### src/rtl/frame_pkg.sv
// Shared constants for the frame memory arbiter: FSM encoding and default frame geometry.
package frame_pkg;

    localparam int unsigned AddsWidthDef   = 18;
    localparam int unsigned HorzVisibleDef = 640;
    localparam int unsigned VertVisibleDef = 480;
    localparam int unsigned PixelWidth     = 10;

    localparam logic [0:0] StIdle    = 1'b0;
    localparam logic [0:0] StRecover = 1'b1;

endpackage

### src/rtl/pixel_addr_gen.sv
// Combinational bounds check and pixel-to-address mapping.
// FRAME_ARB_HALF_RES_EN selects the half-resolution (2x2 replicated) storage layout.
module pixel_addr_gen
    import frame_pkg::*;
#(
    parameter int unsigned ADDS_WIDTH   = AddsWidthDef,
    parameter int unsigned HORZ_VISIBLE = HorzVisibleDef,
    parameter int unsigned VERT_VISIBLE = VertVisibleDef
) (
    input  logic [PixelWidth-1:0] x_pixel_i,
    input  logic [PixelWidth-1:0] y_pixel_i,
    output logic [ADDS_WIDTH-1:0] addr_o,
    output logic                  in_bounds_o
);

    logic [ADDS_WIDTH-1:0] x_ext;
    logic [ADDS_WIDTH-1:0] y_ext;
    logic [ADDS_WIDTH-1:0] row_base;

    assign in_bounds_o = (32'(x_pixel_i) < HORZ_VISIBLE) && (32'(y_pixel_i) < VERT_VISIBLE);

`ifdef FRAME_ARB_HALF_RES_EN
    assign x_ext    = ADDS_WIDTH'(x_pixel_i >> 1);
    assign y_ext    = ADDS_WIDTH'(y_pixel_i >> 1);
    assign row_base = y_ext * ADDS_WIDTH'(HORZ_VISIBLE / 2);
`else
    assign x_ext    = ADDS_WIDTH'(x_pixel_i);
    assign y_ext    = ADDS_WIDTH'(y_pixel_i);
    assign row_base = y_ext * ADDS_WIDTH'(HORZ_VISIBLE);
`endif

    // Product is kept at address width on purpose: wraps, never saturates.
    assign addr_o = in_bounds_o ? (row_base + x_ext) : '0;

endmodule

### src/rtl/frame_mem_arbiter.sv
// Shares a single-port frame memory between the display fetch path (priority) and a
// loader write port. Address layout follows FRAME_ARB_HALF_RES_EN (see pixel_addr_gen).
module frame_mem_arbiter
    import frame_pkg::*;
#(
    parameter int unsigned DATA_WIDTH   = 8,
    parameter int unsigned ADDS_WIDTH   = AddsWidthDef,
    parameter int unsigned HORZ_VISIBLE = HorzVisibleDef,
    parameter int unsigned VERT_VISIBLE = VertVisibleDef,
    parameter int unsigned STARVE_LIMIT = 1023
) (
    input  logic                  clk,
    input  logic                  rst_n,
    input  logic [PixelWidth-1:0] x_pixel_i,
    input  logic [PixelWidth-1:0] y_pixel_i,
    input  logic                  drawn_en_i,
    input  logic                  wr_req_i,
    input  logic [ADDS_WIDTH-1:0] wr_addr_i,
    input  logic [DATA_WIDTH-1:0] wr_data_i,
    output logic                  wr_ack_o,
    output logic                  wr_starve_o,
    output logic [ADDS_WIDTH-1:0] mem_addr_o,
    output logic                  mem_we_o,
    output logic [DATA_WIDTH-1:0] mem_wdata_o,
    input  logic [DATA_WIDTH-1:0] mem_rdata_i,
    output logic [DATA_WIDTH-1:0] pix_data_o,
    output logic                  pix_valid_o
);

    localparam int unsigned         CntWidth = $clog2(STARVE_LIMIT + 1);
    localparam logic [CntWidth-1:0] CntMax   = CntWidth'(STARVE_LIMIT);

    logic [ADDS_WIDTH-1:0] disp_addr;
    logic                  disp_in_bounds;

    logic [0:0]            state_q, state_d;
    logic                  wr_grant;
    logic [ADDS_WIDTH-1:0] mem_addr_q, mem_addr_d;
    logic [DATA_WIDTH-1:0] mem_wdata_q, mem_wdata_d;
    logic                  mem_we_q;
    logic                  wr_ack_q;
    logic [CntWidth-1:0]   starve_cnt_q, starve_cnt_d;
    logic                  wr_starve_q;

    // Fetch tracking: stage 1 aligns with mem_addr, stage 2 with mem_rdata.
    logic                  fetch_v1_q, fetch_oob1_q;
    logic                  fetch_v2_q, fetch_oob2_q;
    logic [DATA_WIDTH-1:0] pix_data_q;
    logic                  pix_valid_q;

    pixel_addr_gen #(
        .ADDS_WIDTH   (ADDS_WIDTH),
        .HORZ_VISIBLE (HORZ_VISIBLE),
        .VERT_VISIBLE (VERT_VISIBLE)
    ) u_pixel_addr_gen (
        .x_pixel_i   (x_pixel_i),
        .y_pixel_i   (y_pixel_i),
        .addr_o      (disp_addr),
        .in_bounds_o (disp_in_bounds)
    );

    always_comb begin
        wr_grant     = ~drawn_en_i & (state_q == StIdle) & wr_req_i;
        state_d      = state_q;
        mem_addr_d   = mem_addr_q;
        mem_wdata_d  = mem_wdata_q;
        starve_cnt_d = starve_cnt_q;

        case (state_q)
            StIdle:    if (wr_grant) state_d = StRecover;
            default:   state_d = StIdle;
        endcase

        if (drawn_en_i) begin
            mem_addr_d = disp_addr;
        end else if (wr_grant) begin
            mem_addr_d  = wr_addr_i;
            mem_wdata_d = wr_data_i;
        end

        if (!wr_req_i || wr_grant) begin
            starve_cnt_d = '0;
        end else if (starve_cnt_q != CntMax) begin
            starve_cnt_d = starve_cnt_q + 1'b1;
        end
    end

    always_ff @(posedge clk or negedge rst_n) begin
        if (!rst_n) begin
            state_q      <= StIdle;
            mem_addr_q   <= '0;
            mem_wdata_q  <= '0;
            mem_we_q     <= 1'b0;
            wr_ack_q     <= 1'b0;
            starve_cnt_q <= '0;
            wr_starve_q  <= 1'b0;
            fetch_v1_q   <= 1'b0;
            fetch_oob1_q <= 1'b0;
            fetch_v2_q   <= 1'b0;
            fetch_oob2_q <= 1'b0;
            pix_data_q   <= '0;
            pix_valid_q  <= 1'b0;
        end else begin
            state_q      <= state_d;
            mem_addr_q   <= mem_addr_d;
            mem_wdata_q  <= mem_wdata_d;
            mem_we_q     <= wr_grant;
            wr_ack_q     <= wr_grant;
            starve_cnt_q <= starve_cnt_d;
            wr_starve_q  <= (starve_cnt_d == CntMax);
            fetch_v1_q   <= drawn_en_i;
            fetch_oob1_q <= ~disp_in_bounds;
            fetch_v2_q   <= fetch_v1_q;
            fetch_oob2_q <= fetch_oob1_q;
            pix_valid_q  <= fetch_v2_q;
            // pix_data holds its last fetched value between fetches.
            if (fetch_v2_q) begin
                pix_data_q <= fetch_oob2_q ? '0 : mem_rdata_i;
            end
        end
    end

    assign wr_ack_o    = wr_ack_q;
    assign wr_starve_o = wr_starve_q;
    assign mem_addr_o  = mem_addr_q;
    assign mem_we_o    = mem_we_q;
    assign mem_wdata_o = mem_wdata_q;
    assign pix_data_o  = pix_data_q;
    assign pix_valid_o = pix_valid_q;

endmodule
### config.mk
export PLATFORM = sky130hd
export DESIGN_NAME = frame_mem_arbiter
export DESIGN_NICKNAME = d
export VERILOG_FILES = /design/src/rtl/frame_pkg.sv /design/src/rtl/pixel_addr_gen.sv /design/src/rtl/frame_mem_arbiter.sv
export SDC_FILE = /design/constraint.sdc
export NUM_CORES = 1
export LEC_CHECK = 0
export CAP_MARGIN = 15
export CORE_MARGIN = 3
export CORE_UTILIZATION = 50
export CTS_CLUSTER_DIAMETER = 100
export DETAILED_ROUTE_END_ITERATION = 12
export PLACE_DENSITY = 0.86
export SLEW_MARGIN = 20
export SYNTH_ARGS = -nofsm -noshare
export SYNTH_HDL_FRONTEND = slang
export SYNTH_SLANG_ARGS = --single-unit
### constraint.sdc
create_clock -name clk -period 4.83 [get_ports clk]
set_clock_uncertainty 0.05 [all_clocks]
set_input_delay 1.2075 -clock clk [delete_from_list [all_inputs] [get_ports clk]]
set_output_delay 1.2075 -clock clk [all_outputs]
set_load 0.03 [all_outputs]
==> results_dict.tcl <==
set metrics [dict create \
    status "complete, no violations" \
    reg2reg_depth 7 \
    fin_tns_setup_ns 0 \
    synth.most_common_cell "dfrtp_1" \
    design.core.area_mm2 0.00561 \
    synth_top_area_share_pct 44.2 \
    whs_path_depth 0 \
    power_mw 1.27 \
    pre_cts_slack_ns 0.582 \
    wl_per_cell_um 16.0 \
    start_util_pct 52.5 \
    grt.total_usage_pct 21.6 \
    synth_flop_cell "dfrtp_1" \
    path_clk_slew_ns 0.09 \
    r2r_end "wr_starve_o" \
    cap_violations 0 \
    ir_drop_mv 0.179 \
    path_buf_inv 1 \
    layoutNonFillerInstCount 441 \
    avgSynthCellArea_um2 10.8 \
    p_leak_nw 1.71 \
    crit_chain "clkdlybuf4s50_1 > ha_1 > ha_1 > fa_1 > a211oi_2 > o2bb2ai_1 > nor4b_4 > mux2i_1 > xor2_1 > o22ai_1" \
    syn_area_mm2 0.00295 \
    dr_total_vias 2408 \
    yosys_warnings 0 \
    endpoint_kind "flip-flop" \
    dp_hpwl_um 5360 \
    place_congestion 0.790 \
    drv_slew 0 \
    grt_pass1_wl_um 11300 \
    power.density_mw_per_mm2 309 \
    rsz0062_at_grt "no" \
    use_met2_pct 38.5 \
    crit_slowest_cell "clkdlybuf4s50_1" \
    finalSetupViolations 0 \
    synth_edf_count 0 \
    htree_num_levels 2 \
    fin_crit_sh_pct 81.4 \
    via_per_inst 5.46 \
    final_layout_size_suffix_gt1_share_pct 8.94 \
    rows 27 \
    synthTopCellsByArea "dfrtp_1 44%, ha_1 8.1%, mux2i_1 7.5%" \
    netlist_instances 273 \
    fin_nets 447 \
    arrival_ns 4.06 \
    die_w_um 82.8 \
    crit_path_start_kind "input pin" \
    critPathRequiredTime_ns 4.96 \
    cts_buffers 5 \
    cts_resized 0 \
    cts_root_buf "clkbuf_8" \
    totalWireLength_um 7050 \
    yosys.area.top_type "dfrtp_1" \
    synth_nets 352 \
    placed_cells_incl_taps 433 \
    area_growth_pct 39.8 \
    r2r-start "starve_cnt_q[0]" \
    io_pins 96 \
    grtUsageMet3_pct 4.66 \
    cts_hold_buf 0 \
    max_freq_mhz 254 \
    hold_class "flip-flop to flip-flop" \
    grt_use_met1_pct 26.8 \
    grt-busiest-layer "met2" \
    drc 0 \
    worst-setup-path-type "input pin to flip-flop" \
    fin_util_pct 73.5 \
    die_y_um 82.8 \
    yosysSeqAreaShare_pct 44.2 \
    grt-ovfl-total 0 \
    initialDrtViolationCount 122 \
    clkSinkCount 52 \
    hold_violations 0 \
    critPathMaxFanout 5 \
    ant_nets 0 \
    antenna_found_initial 0 \
    tightestPinTransition_ns 0.906 \
    synth_cell_type_count 53 \
    cts_tree "done" \
    port_buffers 95 \
    diodes 0 \
    crit_cells 10 \
    ys_async_sr_fraction_pct 100 \
    die_area_mm2 0.00685 \
    crit_top_cell "ha_1" \
    grt_max_degree 53 \
    synth_seq_cells 52 \
    insertion_delay_ns 0.30 \
    yosys-top-cells-count "52 x dfrtp_1, 22 x mux2i_1, 19 x ha_1, 19 x o21ai_0" \
    cts.path.max_buffers 2 \
    relSlewSlack_pct 39.2 \
    startpoint "y_pixel_i[1]" \
    min_period_ns 3.93 \
    nFillCells 403 \
    first_pass_iters 4 \
    critPathMaxStageDelay_ns 0.47 \
    crit_family "adder cells" \
    rrSetupSlack_ns 2.73 \
    cts_setup_buffers 0 \
    crit_end "mem_addr_o[15]" \
    post-route-worst-setup-slack_ns 0.900 \
    grt_pass1_vias 2409 \
]
==> how the worst min path moves through the flow <==
stage / to / startpoint / slack, ns
after CTS: fetch_v2_q / fetch_v1_q / 0.31
final: fetch_v2_q / fetch_v1_q / 0.31
after global routing: fetch_v2_q / fetch_v1_q / 0.32
after floorplan: fetch_oob2_q / fetch_oob1_q / 0.28
after global placement: fetch_v2_q / fetch_v1_q / 0.28
after detailed placement: fetch_v2_q / fetch_v1_q / 0.30
==> cell families (layout without fill, tap and decap cells) <==
kind of cell             Yosys count  count (layout)  synth area share (%)
AND/OR/NAND/NOR                   82              82                  16.5
adder cells (fa/ha/maj)           21              21                  9.43
XOR/XNOR                          17              17                  5.05
buffers and inverters             20             116                  3.06
flip-flops                        52              52                  44.2
multiplexers                      30              30                  10.5
AO/OA/AOI/OAI                     51              51                  11.3
==> routing by layer <==
layer / up-vias / part of all wire [%] / wire (µm)
li1: 1183 / - / -
met1: 1152 / 40 / 2840
met2: 68 / 53 / 3720
met3: 5 / 6.1 / 430
met4: 0 / 0.79 / 56
met5: - / 0 / 0
==> layout make-up <==
| type | count | area (µm²) | area share, % |
|---|---|---|---|
| multi-input cells | 201 | 1560 | 37.9 |
| inverters | 9 | 33.8 | 0.820 |
| well taps | 72 | 90.1 | 2.19 |
| repair buffers | 99 | 976 | 23.7 |
| flip-flops and latches | 52 | 1300 | 31.6 |
| clock buffers | 5 | 68.8 | 1.67 |
| clock inverters | 3 | 90.1 | 2.19 |
==> state kept, by name, indices dropped and copies added, names as in the netlist <==
| name | flops |
|---|---|
| fetch_oob1_q | 1 |
| fetch_oob2_q | 1 |
| fetch_v1_q | 1 |
| fetch_v2_q | 1 |
| mem_addr_o | 18 |
| mem_wdata_o | 8 |
| pix_data_o | 8 |
| pix_valid_o | 1 |
| starve_cnt_q | 10 |
| state_q | 1 |
| wr_ack_o | 1 |
| wr_starve_o | 1 |
==> through the flow <==
step / cell area, µm² / hold WS [ns]
2_1_floorplan: 2950 / 0.281
3_3_place_gp: 3960 / 0.283
3_5_place_dp: 3960 / 0.296
4_1_cts: 4120 / 0.312
5_1_grt: 4120 / 0.324
6_report: 4120 / 0.308
==> power by group <==
group	leakage [nW]	switching, mW	internal (mW)	total, mW
combinational	0.959	0.198	0.179	0.377
sequential	0.673	0.0231	0.473	0.496
clock	0.0784	0.143	0.259	0.402
==> cells in the final DEF (no fill, tap or decap), types with 6 or more instances in the layout <==
cell,instances
nand2_1,9
o21ai_0,19
clkdlybuf4s50_1,94
ha_1,19
a21oi_1,6
o22ai_1,8
mux2_2,8
inv_1,8
nand3b_1,9
dfrtp_1,52
nor2_1,18
xnor2_1,8
mux2i_1,22
xor2_1,9
nand3_1,18
Note: power is estimated with default switching activity, not from simulation.
==> variant, RTL diff (same settings) <==
Change the parameter `STARVE_LIMIT` from 1023 to 255.
--- a/src/rtl/frame_mem_arbiter.sv
+++ b/src/rtl/frame_mem_arbiter.sv
@@ -8,5 +8,5 @@
     parameter int unsigned HORZ_VISIBLE = HorzVisibleDef,
     parameter int unsigned VERT_VISIBLE = VertVisibleDef,
-    parameter int unsigned STARVE_LIMIT = 1023
+    parameter int unsigned STARVE_LIMIT = 255
 ) (
     input  logic                  clk,
Function: no difference found for any inputs over 10 cycles, from zero or initial values and one cycle with rst_n low; that may be too few to reach the edited logic, so the function may still have changed.
==> variant against the unedited design <==
Sequential power is 4% lower. Die area fell by 2.7%. Critical path depth shrank 1. Area after synthesis shrank 2.9%. Sequential cell count fell by 2. Critical path type unchanged. Synthesized cell count up 15%. Power is 14% lower. Worst setup slack improved by 330 ps. Wire length down 1.3%. Cell area fell by 4.0%. Sequential share of layout area is 0.053 points higher. Highest routed layer unchanged. Cell count rose by 8.2%. Global-route usage down 0.064 points.
==> variant: results (changes against the unedited design) <==
* Synth cell types at 50 (was 53)
* Comb power frac at 33.8% (was 29.5%)
* Clock network area share at 2.40% (was 3.86%)
* Top post-synthesis cells by count: nor2_1, dfrtp_1, nand2_1 (was dfrtp_1, mux2i_1, ha_1, o21ai_0)
* Hold-critical path depth at 0 (unchanged)
* Buffering overhead at 24.4% (was 23.7%)
* GP Congestion at 0.891 (was 0.790)
* Gr usage total at 21.6% (about the same)
* Count of non-CTS buffers in the layout at 97 (was 99)
* Post-DP HPWL at 5.39 mm (was 5.36 mm)
* Post-route minimum period at 3600 ps (was 3930 ps)
* Pre-CTS WS at 905 ps (was 582 ps)
* Sequential fraction of the synthesis area at 43.7% (was 44.2%)
* P_sw at 357 µW (was 364 µW)
* Invs w/o clock at 13 (was 9)
* CLK BUF at 6 (was 5)
* Layout cell share with drive strength beyond 1 at 5.41% (was 8.94%)
* Run status: completed (unchanged)
* CP delay by family, top: compound AO/OA/AOI/OAI gates (was adder cells)
* Num sequential at 50 (was 52)
* VDD IR-drop max at 0.138 mV (was 0.179 mV)
* Largest net degree at the start of global routing at 51 (was 53)
* Seq group at 478 µW (was 496 µW)
* Synth area leaders: dfrtp_1, ha_1, nor2_1 (was dfrtp_1, ha_1, mux2i_1)
* Final nets at 485 (was 447)
* Arrival time worst endpoint at 3780 ps (was 4060 ps)
* Flop2flop setup slack at 2880 ps (was 2730 ps)
* Register Area at 1250 µm² (was 1300 µm²)
* Wire per inst at 14.6 µm (was 16.0 µm)
* Max incr delay on CP at 480 ps
* Final-layout fill cell count at 399 (was 403)
* Vias in the first global route at 2,455 (was 2,409)
* Multi-input combinational area share at 38.2% (was 37.9%)
* Multi-In Gates at 239 (was 201)
* GRT met3 Usage at 5.59% (was 4.66%)
* Syn_nets at 392 (was 352)
* First-pass GRT wire length at 11.2 mm (was 11.3 mm)
* GR Layer Usage met1 at 28.5% (was 26.8%)
* P_leak at 0.00179 µW (was 0.00171 µW)
* Starting DRC count in detailed routing at 114 (was 122)
* Via density at 5.38 (was 5.46)
* Met2 Resource Use GR at 35.8% (was 38.5%)
* Slew Limit Headroom at 56.1% (was 39.2%)
* Ant. Diodes at 0 (unchanged)
[variant: logic make-up after synthesis]
logic type               share of synthesized area [%]
buffers and inverters                             3.54
XOR/XNOR                                          3.37
AND/OR/NAND/NOR                                   22.6
flip-flops                                        43.7
adder cells (fa/ha/maj)                           9.71
multiplexers                                      2.80
AO/OA/AOI/OAI                                     14.3
[variant: metal layers]
| metal | up-vias | wire length (µm) |
|---|---|---|
| met3 | 7 | 588 |
| met5 | - | 0 |
| li1 | 1262 | - |
| met2 | 95 | 3310 |
| met1 | 1204 | 3000 |
| met4 | 0 | 53 |
[variant: metrics by stage]
stage          area (µm²)  instances  hold slack (ps)  power, µW  utilization (%)
2_1_floorplan        2860        313              281        697                -
3_3_place_gp         3860        469              282        851             72.7
3_5_place_dp         3860        469              290        859             72.7
4_1_cts              3950        477              309       1110             74.5
5_1_grt              3960        477              320       1160             74.6
6_report             3960        477              308       1100             74.6
